<file path="config.mk">
export PLATFORM = sky130hd
export DESIGN_NAME = bcd_display_scanner
export DESIGN_NICKNAME = d
export VERILOG_FILES = /design/src/rtl/bcd_display_scanner_pkg.sv /design/src/rtl/bcd_display_scanner_seg7_decode.sv /design/src/rtl/bcd_display_scanner.sv
export SDC_FILE = /design/constraint.sdc
export NUM_CORES = 1
export LEC_CHECK = 0
export ABC_AREA = 1
export BUFFER_PORTS_ARGS = -buffer_cell sky130_fd_sc_hd__clkbuf_2
export CAP_MARGIN = 25
export CELL_PAD_IN_SITES_DETAIL_PLACEMENT = 0
export CELL_PAD_IN_SITES_GLOBAL_PLACEMENT = 2
export CORE_AREA = 5 5 117 119
export CTS_CLUSTER_DIAMETER = 30
export DETAILED_ROUTE_END_ITERATION = 12
export DIE_AREA = 0 0 122 124
export GPL_ROUTABILITY_DRIVEN = 0
export PLACE_DENSITY = 0.84
export REMOVE_ABC_BUFFERS = 1
export SETUP_SLACK_MARGIN = 0.15
export SYNTH_ARGS = -nofsm -noshare
export SYNTH_HDL_FRONTEND = slang
export SYNTH_HIERARCHICAL = 1
export SYNTH_SLANG_ARGS = --single-unit
export TNS_END_PERCENT = 5
</file>
<file path="constraint.sdc">
create_clock -name clock -period 3.9 [get_ports clock]
set_input_delay 0.585 -clock clock [delete_from_list [all_inputs] [get_ports clock]]
set_output_delay 0.585 -clock clock [all_outputs]
set_load 0.02 [all_outputs]
</file>
<file path="src/rtl/bcd_display_scanner_pkg.sv">
// Shared constants, segment table, FSM state type and elaboration helpers
// for the round-robin BCD display scanner.
package bcd_display_scanner_pkg;

   // Active-low gfe_dcba patterns for a dark digit and a centre dash.
   localparam logic [6:0] SEG_BLANK = 7'b111_1111;
   localparam logic [6:0] SEG_DASH  = 7'b011_1111;

   // Common-anode digit patterns, element d is the glyph for decimal d.
   localparam logic [9:0][6:0] SEG_TABLE = {
      7'b001_0000,  // 9
      7'b000_0000,  // 8
      7'b111_1000,  // 7
      7'b000_0010,  // 6
      7'b001_0010,  // 5
      7'b001_1001,  // 4
      7'b011_0000,  // 3
      7'b010_0100,  // 2
      7'b111_1001,  // 1
      7'b100_0000   // 0
   };

   typedef enum logic [1:0] {
      IDLE  = 2'd0,
      LOAD  = 2'd1,
      SHIFT = 2'd2,
      STORE = 2'd3
   } state_e;

   // 10^n, evaluated at elaboration to derive the overflow threshold.
   function automatic logic [63:0] pow10(input int n);
      logic [63:0] r;
      r = 64'd1;
      for (int i = 0; i < n; i++) begin
         r = r * 64'd10;
      end
      return r;
   endfunction

endpackage

</file>
<file path="src/rtl/bcd_display_scanner_seg7_decode.sv">
// One HEX digit: BCD nibble plus blank/dash controls to an active-low pattern.
// Blank wins over dash so a reset display stays dark regardless of ovf.
module seg7_decode
   import bcd_display_scanner_pkg::*;
(
   input  logic [3:0] digit,
   input  logic       blank,
   input  logic       dash,
   output logic [6:0] seg
);

   // Priority select: blank, then dash, then the decimal glyph.
   always_comb begin
      seg = SEG_BLANK;
      if (blank) begin
         seg = SEG_BLANK;
      end else if (dash) begin
         seg = SEG_DASH;
      end else if (digit <= 4'd9) begin
         seg = SEG_TABLE[digit];
      end
   end

endmodule

</file>
<file path="src/rtl/bcd_display_scanner.sv">
// Serial double-dabble converter shared round-robin across N_CH channels.
// Each channel takes W+3 cycles (IDLE, LOAD, W x SHIFT, STORE); results land
// in per-channel display registers that feed N_CH*D seven-segment decoders.
module bcd_display_scanner
   import bcd_display_scanner_pkg::*;
#(
   parameter int N_CH = 3,
   parameter int W    = 8,
   parameter int D    = 2
) (
   input  logic                  clock,
   input  logic                  reset,
   input  logic [N_CH*W-1:0]     values,
   input  logic                  hold,
   input  logic                  blank_lz,
   output logic [N_CH*D*7-1:0]   hex,
   output logic [N_CH-1:0]       ovf,
   output logic                  busy,
   output logic                  frame_done
);

   localparam int          CH_W    = (N_CH > 1) ? $clog2(N_CH) : 1;
   localparam int          CNT_W   = (W > 1) ? $clog2(W) : 1;
   localparam logic [63:0] MAX_VAL = pow10(D) - 64'd1;

   state_e                 state_q, state_d;
   logic [CH_W-1:0]        ch_q, ch_d;
   logic [W-1:0]           sr_q, sr_d;
   logic [4*D-1:0]         bcd_q, bcd_d;
   logic [CNT_W-1:0]       cnt_q, cnt_d;
   logic                   cand_q, cand_d;
   logic [N_CH*D*4-1:0]    digit_q, digit_d;
   logic [N_CH*D-1:0]      blank_q, blank_d;
   logic [N_CH-1:0]        ovf_q, ovf_d;
   logic                   frame_done_q, frame_done_d;

   logic [W-1:0]           cur_val;
   logic [4*D-1:0]         bcd_adj;
   logic [D-1:0]           new_blank;
   logic [3:0]             nib;
   logic                   lz;

   // State register; reset blanks every digit and parks the scanner on ch0.
   always_ff @(posedge clock) begin
      if (reset) begin
         state_q      <= IDLE;
         ch_q         <= '0;
         sr_q         <= '0;
         bcd_q        <= '0;
         cnt_q        <= '0;
         cand_q       <= 1'b0;
         digit_q      <= '0;
         blank_q      <= '1;
         ovf_q        <= '0;
         frame_done_q <= 1'b0;
      end else begin
         state_q      <= state_d;
         ch_q         <= ch_d;
         sr_q         <= sr_d;
         bcd_q        <= bcd_d;
         cnt_q        <= cnt_d;
         cand_q       <= cand_d;
         digit_q      <= digit_d;
         blank_q      <= blank_d;
         ovf_q        <= ovf_d;
         frame_done_q <= frame_done_d;
      end
   end

   // Next-state logic: channel mux, add-3 correction, leading-zero mask, FSM.
   always_comb begin
      state_d      = state_q;
      ch_d         = ch_q;
      sr_d         = sr_q;
      bcd_d        = bcd_q;
      cnt_d        = cnt_q;
      cand_d       = cand_q;
      digit_d      = digit_q;
      blank_d      = blank_q;
      ovf_d        = ovf_q;
      frame_done_d = 1'b0;
      cur_val      = '0;
      bcd_adj      = '0;
      new_blank    = '0;
      nib          = '0;
      lz           = 1'b1;

      for (int k = 0; k < N_CH; k++) begin
         if (ch_q == CH_W'(k)) begin
            cur_val = values[k*W +: W];
         end
      end

      // Nibbles >= 5 get +3 so the following shift carries into the next digit.
      for (int i = 0; i < D; i++) begin
         nib = bcd_q[4*i +: 4];
         bcd_adj[4*i +: 4] = (nib >= 4'd5) ? nib + 4'd3 : nib;
      end

      // Walk from the top digit down; a digit blanks only while everything
      // above it is also zero, and digit 0 always shows.
      for (int j = D - 1; j >= 0; j--) begin
         nib = bcd_q[4*j +: 4];
         lz  = lz & (nib == 4'd0);
         new_blank[j] = blank_lz & ~cand_q & lz & (j != 0);
      end

      unique case (state_q)
         IDLE: begin
            if (!hold) begin
               state_d = LOAD;
            end
         end
         LOAD: begin
            sr_d    = cur_val;
            bcd_d   = '0;
            cnt_d   = '0;
            cand_d  = (64'(cur_val) > MAX_VAL);
            state_d = SHIFT;
         end
         SHIFT: begin
            // Bits shifted out of the top nibble only matter on overflow,
            // and overflowed results are shown as dashes anyway.
            {bcd_d, sr_d} = {bcd_adj, sr_q} << 1;
            if (cnt_q == CNT_W'(W - 1)) begin
               state_d = STORE;
            end else begin
               cnt_d = cnt_q + 1'b1;
            end
         end
         STORE: begin
            for (int k = 0; k < N_CH; k++) begin
               if (ch_q == CH_W'(k)) begin
                  digit_d[k*D*4 +: 4*D] = bcd_q;
                  blank_d[k*D +: D]     = new_blank;
                  ovf_d[k]              = cand_q;
               end
            end
            frame_done_d = (ch_q == CH_W'(N_CH - 1));
            ch_d         = (ch_q == CH_W'(N_CH - 1)) ? '0 : ch_q + 1'b1;
            state_d      = IDLE;
         end
         default: state_d = IDLE;
      endcase
   end

   assign busy       = (state_q != IDLE);
   assign ovf        = ovf_q;
   assign frame_done = frame_done_q;

   // One decoder per displayed digit; the channel's ovf bit drives its dashes.
   for (genvar k = 0; k < N_CH; k++) begin : g_ch
      for (genvar j = 0; j < D; j++) begin : g_dig
         seg7_decode u_dec (
            .digit (digit_q[(k*D+j)*4 +: 4]),
            .blank (blank_q[k*D+j]),
            .dash  (ovf_q[k]),
            .seg   (hex[(k*D+j)*7 +: 7])
         );
      end
   end

endmodule

</file>
==> results_dict.tcl <==
set metrics [dict create \
    status "completed" \
    synth_edf_count 0 \
    r2r_slack_ns 1.93 \
    startpoint "digit_q[1]$_SDFFE_PP0P_" \
    p_leak_nw 2.08 \
    grtUsageMet3_pct 3.27 \
    die_w_um 122 \
    yosys-top-cells-area "dfxtp_1 29%, ha_1 13%, nand2_1 9.5%" \
    area_delta_synth_final_pct 20.7 \
    fin_setup_tns_ns 0 \
    grt_max_degree 33 \
    clockPowerShare_pct 35.9 \
    core_sq_um 12500 \
    busiest_layer "met2" \
    yosysMostFrequentCell "nand2_1" \
    synth_cell_types 34 \
    drive_gt1_share_pct 22.0 \
    dp_worst_setup_slack_ns 1.73 \
    worstMarginPinSlew_ns 0.812 \
    required_ns 3.31 \
    p_per_area_nw_per_um2 489 \
    clkLatencyLatePin_ns 0.32 \
    start_util_pct 32.1 \
    min_from "bcd_q[1]$_SDFFE_PP0P_" \
    worstSetupStartpointType "flip-flop" \
    die_height_um 124 \
    firstDrtPassIters 5 \
    cts-root-buf "clkbuf_16" \
    fin_crit_ns 2.27 \
    netlist_area_sq_um 4010 \
    r2r-end "sr_q[0]$_SDFFE_PP0P_" \
    critPathCaptureType "output port" \
    cap_violations 0 \
    worstPathMaxFanout 5 \
    post-route-period-util_pct 58.1 \
    ys_warn_count 6 \
    via_per_inst 4.71 \
    pwr-share-comb_pct 31.6 \
    slew-limit-headroom_pct 45.8 \
    vias 3764 \
    ant_nets 0 \
    num_antenna_cells 0 \
    path_clk_slew_ns 0.05 \
    timing.rr.start "state_q[1]$_SDFFE_PP0P_" \
    wl_per_cell_um 12.0 \
    postCtsHoldBufs 0 \
    grt_setup_unrepaired "no" \
    setup_viol 0 \
    cts_tree "yes" \
    final_hold_viol_count 0 \
    synth_top_area_share_pct 29.0 \
    wirelength_um 9620 \
    finalMaxSlewViolations 0 \
    grt.met2_usage_pct 23.7 \
    worst_slack_ns 1.63 \
    p_switching_uw 872 \
    grt-ovfl-total 0 \
    cts_buffers 9 \
    netlist_instances 550 \
    arrival_ns 1.68 \
    netSwitchingFraction_pct 36.9 \
    track_usage_pct 13.3 \
    met1_usage_pct 16.3 \
    drc_errors 0 \
    ir_drop_uv 235 \
    pin_count 75 \
    min_path_cells 2 \
    cts_resized 0 \
    dp.final_hpwl_um 7360 \
    rows 41 \
    syn_area_per_cell_sq_um 7.28 \
    synth_top_area_cell "dfxtp_1" \
    clock-sinks 58 \
    p_seq_share_pct 32.5 \
    worstHoldEndpoint "bcd_q[1]$_SDFFE_PP0P_" \
    first_iter_violations 157 \
    yosys_register_bits 58 \
    fin_worst_skew_ns 0.00249 \
    grt_pass1_wl_um 16400 \
    grt_pass1_vias 3574 \
    yosysSeqAreaShare_pct 29.0 \
    cts-htree-levels 3 \
    yosys-top-cells-count "101 x nand2_1, 66 x inv_1, 62 x nand3_1" \
    ff2ff_path_depth 8 \
    io_buffers 74 \
    dieArea_sq_um 15100 \
    layout.nets 693 \
    antenna_found_initial 0 \
    hold_ws_ns 0.464 \
    power.internal_mw 1.49 \
    cts_setup_buffers 0 \
    max_freq_mhz 441 \
    synth_ff_type "dfxtp_1" \
    cts_buffer_depth 2 \
    hold_class "flip-flop to flip-flop" \
    synthArstFlopShare_pct 0 \
    n_fill_cell 1296 \
    crit_type "flip-flop to output port" \
]
==> power groups by stage <==
stage	clock (mW)	sequential [mW]	combinational [mW]
after floorplan	0	0.758	0.556
after global placement	0	0.782	0.744
after detailed placement	0	0.782	0.754
after CTS	0.871	0.771	0.757
after global routing	0.907	0.783	0.861
final	0.849	0.769	0.747
==> state kept, by name, indices dropped and copies added, names as in the netlist <==
name        flops
digit_q        24
blank_q         6
cnt_q           3
cand_q          1
ch_q            2
frame_done      1
sr_q            8
state_q         2
bcd_q           8
ovf             3
==> worst max path at each step <==
stage | end | cells past startpoint
final | hex[0] | 6
after global routing | hex[21] | 6
after CTS | hex[0] | 6
after detailed placement | digit_q[7]$_SDFFE_PP0P_ | 4
after global placement | cand_q$_SDFFE_PP0P_ | 4
after floorplan | hex[17] | 5
==> layout make-up <==
type	instances	area (sq um)	area share [%]
flip-flops and latches	58	1160	24.0
well taps	172	215	4.45
repair buffers	74	370	7.66
multi-input cells	403	2460	50.9
clock buffers	9	225	4.66
clock inverters	7	103	2.12
inverters	77	300	6.21
==> layout by cell type (no fill, tap or decap), drive strengths merged, types with 8 or more instances in the layout <==
cell type  count
nand2        123
clkbuf        83
inv           77
nand3         72
dfxtp         58
a21oi         51
o21ai         47
ha            42
nor2          30
o211ai         9
nand4          8
==> worst max-delay path, cell delays in order, from the launching register on <==
cell,delay (ns)
dfxtp_1,0.41
inv_1,0.11
ha_1,0.23
or2_1,0.26
o211ai_1,0.10
nand3_1,0.09
clkbuf_2,0.17
==> cells by family (layout without fill, tap and decap cells) <==
logic type      after synthesis  count (layout)  share of synthesized area [%]
fa+ha+maj                    42              42                           13.1
compound gates              115             115                           15.3
flops                        58              58                           29.0
simple gates                246             246                           33.0
buf+inv                      89             167                           9.62
==> per-stage QoR <==
stage | util (%) | instances | cell area (sq um) | total power [mW]
6_report | 38.8 | 800 | 4830 | 2.37
5_1_grt | 38.8 | 800 | 4830 | 2.55
4_1_cts | 38.8 | 800 | 4830 | 2.40
3_5_place_dp | 36.2 | 784 | 4510 | 1.54
3_3_place_gp | 36.2 | 784 | 4510 | 1.53
2_1_floorplan | - | 538 | 3920 | 1.31
==> routing by layer <==
layer,part of all wire (%),vias up
met5,0,-
met4,0.59,0
li1,-,1971
met2,50,67
met3,3.9,7
met1,46,1719
No activity file was read; power rests on OpenSTA's default activity.
